===== src/rtl/mult_seq_param.sv =====
`default_nettype none
// ============================================================================
// Module   : mult_seq_param
// Brief    : Sequential signed/unsigned multiplier, one slice partial product
//            accumulated per cycle, with start capture and a done pulse.
// Revision : 1.0 - initial release
// ============================================================================

module mult_seq_param #(
   parameter int A_WIDTH = 32,
   parameter int B_WIDTH = 32,
   parameter int A_SLICE = 8,
   parameter int B_SLICE = 16
) (
   input  logic                       clk,
   input  logic                       reset_n,
   input  logic                       start,
   input  logic                       signed_mode,
   input  logic [A_WIDTH-1:0]         a,
   input  logic [B_WIDTH-1:0]         b,
   output logic                       busy,
   output logic                       done,
   output logic [A_WIDTH+B_WIDTH-1:0] product
);

   localparam int c_NA       = A_WIDTH / A_SLICE;
   localparam int c_NB       = B_WIDTH / B_SLICE;
   localparam int c_P_WIDTH  = A_WIDTH + B_WIDTH;
   localparam int c_PP_WIDTH = A_SLICE + B_SLICE;
   localparam int c_IW       = (c_NA > 1) ? $clog2(c_NA) : 1;
   localparam int c_JW       = (c_NB > 1) ? $clog2(c_NB) : 1;
   localparam logic [c_IW-1:0] c_I_LAST = c_IW'(c_NA - 1);
   localparam logic [c_JW-1:0] c_J_LAST = c_JW'(c_NB - 1);

   if ((A_SLICE <= 0) || (B_SLICE <= 0) ||
       ((A_WIDTH % A_SLICE) != 0) || ((B_WIDTH % B_SLICE) != 0)) begin : g_param_check
      $error("mult_seq_param: A_WIDTH/B_WIDTH must be multiples of A_SLICE/B_SLICE");
   end

   typedef enum logic [1:0] {
      S_IDLE = 2'd0,
      S_CALC = 2'd1,
      S_FIX  = 2'd2
   } state_t;

   state_t                 r_state;
   state_t                 w_state_next;
   logic [A_WIDTH-1:0]     r_a_mag;
   logic [B_WIDTH-1:0]     r_b_mag;
   logic                   r_neg;
   logic [c_IW-1:0]        r_i;
   logic [c_JW-1:0]        r_j;
   logic [c_P_WIDTH-1:0]   r_product;
   logic                   r_done;

   logic [A_WIDTH-1:0]     w_a_mag;
   logic [B_WIDTH-1:0]     w_b_mag;
   logic                   w_last;
   logic [31:0]            w_a_shift;
   logic [31:0]            w_b_shift;
   logic [A_SLICE-1:0]     w_a_slice;
   logic [B_SLICE-1:0]     w_b_slice;
   logic [c_PP_WIDTH-1:0]  w_pp;
   logic [c_P_WIDTH-1:0]   w_pp_shifted;

   // Most negative value negates to itself, which is the correct unsigned magnitude.
   assign w_a_mag = (signed_mode && a[A_WIDTH-1]) ? -a : a;
   assign w_b_mag = (signed_mode && b[B_WIDTH-1]) ? -b : b;

   assign w_last       = (r_i == c_I_LAST) && (r_j == c_J_LAST);
   assign w_a_shift    = 32'(r_i) * A_SLICE;
   assign w_b_shift    = 32'(r_j) * B_SLICE;
   assign w_a_slice    = A_SLICE'(r_a_mag >> w_a_shift);
   assign w_b_slice    = B_SLICE'(r_b_mag >> w_b_shift);
   assign w_pp         = c_PP_WIDTH'(w_a_slice) * c_PP_WIDTH'(w_b_slice);
   assign w_pp_shifted = c_P_WIDTH'(w_pp) << (w_a_shift + w_b_shift);

   always_ff @(posedge clk or negedge reset_n) begin
      if (!reset_n) begin
         r_state <= S_IDLE;
      end else begin
         r_state <= w_state_next;
      end
   end

   always_comb begin
      w_state_next = r_state;
      case (r_state)
         S_IDLE:  if (start) w_state_next = S_CALC;
         S_CALC:  if (w_last) w_state_next = S_FIX;
         S_FIX:   w_state_next = S_IDLE;
         default: w_state_next = S_IDLE;
      endcase
   end

   always_ff @(posedge clk or negedge reset_n) begin
      if (!reset_n) begin
         r_a_mag   <= '0;
         r_b_mag   <= '0;
         r_neg     <= 1'b0;
         r_i       <= '0;
         r_j       <= '0;
         r_product <= '0;
         r_done    <= 1'b0;
      end else begin
         r_done <= 1'b0;
         case (r_state)
            S_IDLE: begin
               if (start) begin
                  r_a_mag   <= w_a_mag;
                  r_b_mag   <= w_b_mag;
                  r_neg     <= signed_mode & (a[A_WIDTH-1] ^ b[B_WIDTH-1]);
                  r_i       <= '0;
                  r_j       <= '0;
                  r_product <= '0;
               end
            end
            S_CALC: begin
               r_product <= r_product + w_pp_shifted;
               // i is the inner index; j advances when i wraps.
               if (r_i == c_I_LAST) begin
                  r_i <= '0;
                  r_j <= (r_j == c_J_LAST) ? '0 : r_j + 1'b1;
               end else begin
                  r_i <= r_i + 1'b1;
               end
            end
            S_FIX: begin
               if (r_neg) r_product <= -r_product;
               r_done <= 1'b1;
            end
            default: ;
         endcase
      end
   end

   assign busy    = (r_state != S_IDLE);
   assign done    = r_done;
   assign product = r_product;

endmodule

`default_nettype wire


===== config.mk =====
export PLATFORM = sky130hd
export DESIGN_NAME = mult_seq_param
export DESIGN_NICKNAME = d
export VERILOG_FILES = /design/src/rtl/mult_seq_param.sv
export SDC_FILE = /design/constraint.sdc
export NUM_CORES = 1
export LEC_CHECK = 0
export BUFFER_PORTS_ARGS = -buffer_cell sky130_fd_sc_hd__buf_2
export CAP_MARGIN = 20
export CORE_UTILIZATION = 50
export DETAILED_ROUTE_END_ITERATION = 7
export PLACE_DENSITY_LB_ADDON = 0.3
export SETUP_SLACK_MARGIN = 0.15
export SLEW_MARGIN = 20
export SYNTH_ARGS = -nofsm -noshare
export SYNTH_HDL_FRONTEND = slang
export SYNTH_SLANG_ARGS = --single-unit

===== constraint.sdc =====
create_clock -name clk -period 8.8 [get_ports clk]
set_clock_uncertainty 0.15 [all_clocks]
set_input_delay 0.44 -clock clk [delete_from_list [all_inputs] [get_ports clk]]
set_output_delay 0.44 -clock clk [all_outputs]
set_load 0.05 [all_outputs]

==> results of run 1 <==
flip-flops by register name, summed over array words and instances, names as in the netlist:
name,cells
r_neg,1
r_state,2
done,1
r_i,2
r_b_mag,32
r_j,1
r_a_mag,32
product,64
cell type report:
cell class,count,area (um^2)
Tap cell,442,553.0
Inverter,168,630.6
Fill cell,2910,12230
Clock buffer,19,432.9
Timing Repair Buffer,323,2271
Multi-Input combinational cell,1746,12870
Sequential cell,135,3379
Clock inverter,13,171.4
critical path: cells and delay by family, from the launching register on:
| kind | cells | cell delay [ns] |
|---|---|---|
| xor gates and xnor gates | 2 | 0.32 |
| DFF | 1 | 0.48 |
| muxes | 1 | 0.31 |
| adders and majority gates | 6 | 2.43 |
| and+or+nand+nor | 7 | 1.48 |
| AOI/OAI and AO/OA | 14 | 2.50 |
| buffers and inverters | 6 | 0.75 |
cell usage in the layout, fill, tap and decap left out, drive strengths merged, types with 24 or more instances in the layout:
master  Yosys  layout
nand4      24      24
buf         7     321
fa         85      85
a21oi     150     150
o21ai     225     225
xor2       52      52
nand3      26      26
xnor2      84      84
o22ai      24      24
or2        29      29
mux2i      27      27
nor3       75      75
nand2     218     218
a21o       46      46
dfrtp     135     135
inv       166     168
ha        116     116
nor2      244     244
per-stage QoR:
| step | utilization | hold WS, ns | instance area (um^2) | TNS, ns |
|---|---|---|---|---|
| 2_1_floorplan | - | -0.005591 | 16700 | 0 |
| 3_3_place_gp | 0.5721 | 0.3102 | 18610 | -0.3573 |
| 3_5_place_dp | 0.5722 | 0.3177 | 18620 | -1.024 |
| 4_1_cts | 0.6023 | 0.1084 | 19600 | 0 |
| 5_1_grt | 0.6242 | 0.1301 | 20310 | 0 |
| 6_report | 0.6242 | 0.1235 | 20310 | 0 |
repair_timing:
| item | 4_1_cts | 5_1_grt |
|---|---|---|
| gates resized for setup | 45 | 114 |
| pin swaps | 35 | 83 |
| buffers inserted | 24 | 23 |
| hold buffers | 1 | 0 |
| cloned | 0 | 1 |
| hold endpoints to repair | 64 | 0 |
| endpoints found under the setup margin | 19 | 34 |
per-layer routing:
layer,vias to the layer above,part of all wire,global-route usage
met5,-,0,0
met4,0,0.031,0.1167
met3,131,0.056,0.03863
met2,675,0.49,0.5400
met1,8198,0.42,0.4025
li1,8056,-,-
synth_stat cells (all sizes together) (20+ instances only):
master	instances
a21o	46
a21oi	150
xor2	52
nand2	218
o21ai	225
xnor2	84
nor2	244
dfrtp	135
inv	166
clkbuf	92
o22ai	24
fa	85
a32oi	20
nand3	26
mux2i	27
ha	116
or2	29
nor3	75
nand4	24
worst max path at each step:
stage            from     endpoint  cells after the start
6_report       r_i[0]  product[62]                     36
3_5_place_dp   r_i[0]  product[58]                     35
5_1_grt        r_i[0]  product[55]                     38
4_1_cts        r_i[0]  product[54]                     38
3_3_place_gp   r_i[0]  product[58]                     35
2_1_floorplan  r_i[0]  product[62]                     36
kinds of logic after synthesis:
logic type	Yosys count
compound gates	622
xor+xnor	136
fa+ha+maj	201
buf+inv	267
flops	135
mux	36
simple gates	751
==> out/metrics.cfg, run 1 <==
[placed_design]
pre_cts_slack_ns = -0.1923
dpl.hpwl_um = 40520
io_buffers = 133
dp_cells = 2765
gp_congestion = 0.9764

[floorplan]
die_area_um2 = 33760
dieWidth_um = 183.7
die_y_um = 183.7
start_util = 0.5076
io_pins = 134
core_um2 = 32540
rows = 66

[route]
drt_pass1_iterations = 5
viasPerCell = 5.994
drc_errors = 0
wirelength_um = 53520
postRouteAntennaNets = 0
drt-initial-drc-count = 1487
wl_per_cell_um = 18.80
vias = 17060

[grt]
grt_pass1_vias = 16400
grt_usage = 0.3140
grt_overflow = 0
grt_pass1_wl_um = 84650
antenna_found_initial = 0
grt_max_degree = 124

[setup_path]
reg2reg_from = r_i[0]
required_ns = 8.99
r2r_cells = 36
critPathCaptureType = flop
cp_slowest_stage_delay_ns = 0.56
cp_common_cell = fa_1
crit_slowest_cell = fa_1
cp_max_fo = 6
worst-setup-path-type = reg -> reg
cp.arrival_ns = 8.72
critPathLaunchType = flop
r2r_setup_slack_ns = 0.26
r2r-end = product[62]

[timing]
max_freq_mhz = 117.2
rsz0062_at_grt = yes
setup_ws_ns = 0.2642
period_share = 0.9700
final_hold_viol_count = 0
tightest_slew_ns = 1.004
drv_slew = 0
relSlewSlack = 0.3309
finalSetupViolations = 0
min_period_ns = 8.536

[synthesis]
synth-edff-count = 0
ys_seq_area_frac = 0.2046
synth_area_leaders = dfrtp_1 20%, fa_1 10%, ha_1 8.8%
yosys.area_share.simple = 0.2175
synth_top_area_share = 0.2046
synthesis.area_um2 = 16510
synthCells = 2148
ys_ff_latch = 135
synth-xor-area-share = 0.07213
synthAdderAreaFrac = 0.1909
yosys_warnings = 0
avgSynthCellArea_um2 = 7.688
synth_compound_area_frac = 0.2314
ys_async_sr_fraction = 1.000
yosys-mux-area-fraction = 0.02250
ys.flop_type = dfrtp_1
synth_area_leader_cell = dfrtp_1
synth.distinct_cells = 85
synth_top_family_by_area = compound AO/OA/AOI/OAI gates
synth_nets = 2417

[worst_hold_path]
whs_path_depth = 3
holdPathEnd = r_a_mag[31]
hp-class = in -> reg
holdCritStartpoint = a[31]

[clocking]
h-tree-depth = 4
clock_latency_ns = 0.46
clk_pin_slew_ns = 0.06
cts-buffers-inserted = 17
cts.sink_count = 135
ctsRootBufferMaster = clkbuf_16
clockBufferDepth = 2
cts_tree = built

[outcome]
status = complete, no violations

[final_layout]
drive_gt1_frac = 0.2159
diodes = 0
stdcell_count = 2846
area_growth_pct = 22.97
num-nets-final = 2660

[run]
cap_viol_max_count = 0

Power of run 1 is not shown: default switching activity piles up to over one toggle a cycle in this logic, so the estimate is an artifact.
==> run 2: changes to the inputs <==
CORE_MARGIN = 4   (was default)
SLEW_MARGIN = default   (was 20)
==> run 2 against run 1 <==
  * Die area grew 6.6%
  * Hold slack lost 0.012 ns
  * Maximum frequency grew 0.34%
  * Core utilization grew 1.1 points
  * Critical path type unchanged
  * Worst setup slack gained 0.029 ns
  * First-iteration DRC count shrank 10%
==> out/metrics.cfg, run 2 (synthesized netlist as in run 1, its figures left out) <==
[setup_path]
cp-endpoint = product[60]
critPathCaptureType = flop
r2r_cells = 37  ; +2.8%
reg2reg_from = r_i[0]
worst-setup-path-type = reg -> reg
r2r_setup_slack_ns = 0.29  ; +0.03 ns
cp_common_cell = fa_1
cp_slowest_stage_delay_ns = 0.53  ; -0.03 ns
cp.arrival_ns = 8.69  ; -0.03 ns
cp_max_fo = 8  ; +2
required_ns = 8.98  ; about the same
crit_slowest_cell = fa_1
r2r-end = product[60]
critPathLaunchType = flop
critPathLaunch = r_i[0]

[route]
drt_pass1_iterations = 5  ; unchanged
postRouteAntennaNets = 0  ; unchanged
viasPerCell = 5.976  ; -0.30%
drt-initial-drc-count = 1334  ; -10%
wirelength_um = 54070  ; +1.0%
drc_errors = 0  ; unchanged
wl_per_cell_um = 18.91  ; +0.58%
vias = 17090  ; +0.15%

[floorplan]
die_area_um2 = 36000  ; +6.6%
start_util = 0.5076  ; unchanged
io_pins = 134  ; unchanged
core_um2 = 32540  ; unchanged
dieWidth_um = 189.7  ; +3.3%
die_y_um = 189.7  ; +3.3%
rows = 66  ; unchanged

[clocking]
cts.sink_count = 135  ; unchanged
clk_pin_slew_ns = 0.06  ; about the same
cts-buffers-inserted = 17  ; unchanged
clockBufferDepth = 2  ; unchanged
clock_latency_ns = 0.46  ; about the same
h-tree-depth = 4  ; unchanged
ctsRootBufferMaster = clkbuf_16
cts_tree = built

[final_layout]
num-nets-final = 2673  ; +0.49%
diodes = 0  ; unchanged
area_growth_pct = 25.12
final_common_cell = nor2_1
drive_gt1_frac = 0.2259  ; +0.01001
layout_common_cells = 231 x nor2_1, 215 x nand2_1, 190 x o21ai_0
final_cell_area_um2 = 20660  ; +1.7%
fillers = 2950  ; +1.4%
largest_register_ffs = 64  ; unchanged

[grt]
grt_pass1_vias = 16320  ; -0.49%
grt_pass1_wl_um = 84660  ; about the same
antenna_found_initial = 1  ; +1
grt_usage = 0.2874  ; -0.02663
grt_max_degree = 124  ; unchanged
grt_overflow = 0  ; unchanged

[timing]
tightest_slew_ns = 1.004  ; +0.0006861 ns
rsz0062_at_grt = yes
finalSetupViolations = 0  ; unchanged
relSlewSlack = 0.3304  ; -0.0004580
final_hold_viol_count = 0  ; unchanged
min_period_ns = 8.507  ; -0.02870 ns
period_share = 0.9667  ; -0.003261
drv_slew = 0  ; unchanged
fin_setup_tns_ns = 0  ; unchanged
max_freq_mhz = 117.5  ; +0.34%

[placed_design]
place_area_um2 = 18750  ; +0.70%
io_buffers = 133  ; unchanged
gp_congestion = 1.004  ; +2.9%
dpl.hpwl_um = 41550  ; +2.5%

[worst_hold_path]
hp-class = in -> reg

[outcome]
status = complete, no violations

[run]
cap_viol_max_count = 0  ; unchanged

run 2: cell types whose count changed in the layout (fill, tap and decap cells not counted), sizes merged:
cell      previous run  this run
clkinvlp             2         1
clkinv               8         7
bufinv               3         5
inv                168       169
buf                321       333
run 2: layer usage:
metal | part of all wire | track usage | up-vias
li1 | - | - | 8097
met1 | 0.42 | 0.3824 | 8176
met2 | 0.49 | 0.4887 | 689
met3 | 0.059 | 0.03523 | 124
met4 | 0.031 | 0.09599 | 0
met5 | 0 | 0 | -
run 2: what timing repair did:
action,in CTS,in global routing
hold buffers,1,0
hold endpoints to repair,63,0
pin swaps,11,91
gates resized for setup,22,160
setup endpoints to repair,19,35
cloned,0,2
setup buffers,8,34
run 2: how the worst min path moves through the flow:
stage / startpoint / to / slack [ns] / depth (start not counted)
2_1_floorplan: reset_n / done / -0.006 / 0
5_1_grt: a[1] / r_a_mag[1] / 0.14 / 3
3_5_place_dp: r_b_mag[31] / r_b_mag[31] / 0.31 / 2
6_report: a[31] / r_a_mag[31] / 0.11 / 3
3_3_place_gp: r_b_mag[16] / r_b_mag[16] / 0.31 / 2
4_1_cts: a[31] / r_a_mag[31] / 0.1 / 3
run 2: through the flow:
stage	util	worst slack, ns	hold WS (ns)	std cells
3_5_place_dp	0.5762	-0.2060	0.3133	2782
5_1_grt	0.6351	-0.05452	0.1437	2859
4_1_cts	0.6015	0.1354	0.09799	2823
3_3_place_gp	0.5754	-0.08903	0.3133	2781
2_1_floorplan	-	0.1516	-0.005591	2148
6_report	0.6351	0.2929	0.1111	2859
run 2: area by class of cell:
class	instances	area, um^2	share of cell area
well taps	442	553.0	0.02677
repair buffers	336	2404	0.1163
inverters	168	630.6	0.03052
multi-input cells	1746	13040	0.6309
clock inverters	14	220.2	0.01066
clock buffers	18	439.2	0.02125
flip-flops and latches	135	3379	0.1636
run 2: critical path, delay by kind of cell, from the launching register on:
kind,cells,cell delay [ns]
mux,1,0.29
xor+xnor,2,0.30
fa+ha+maj,6,2.59
flops,1,0.45
simple gates,7,1.21
buf+inv,7,0.87
compound gates,14,2.52
Power of run 2 is left out for the same reason.
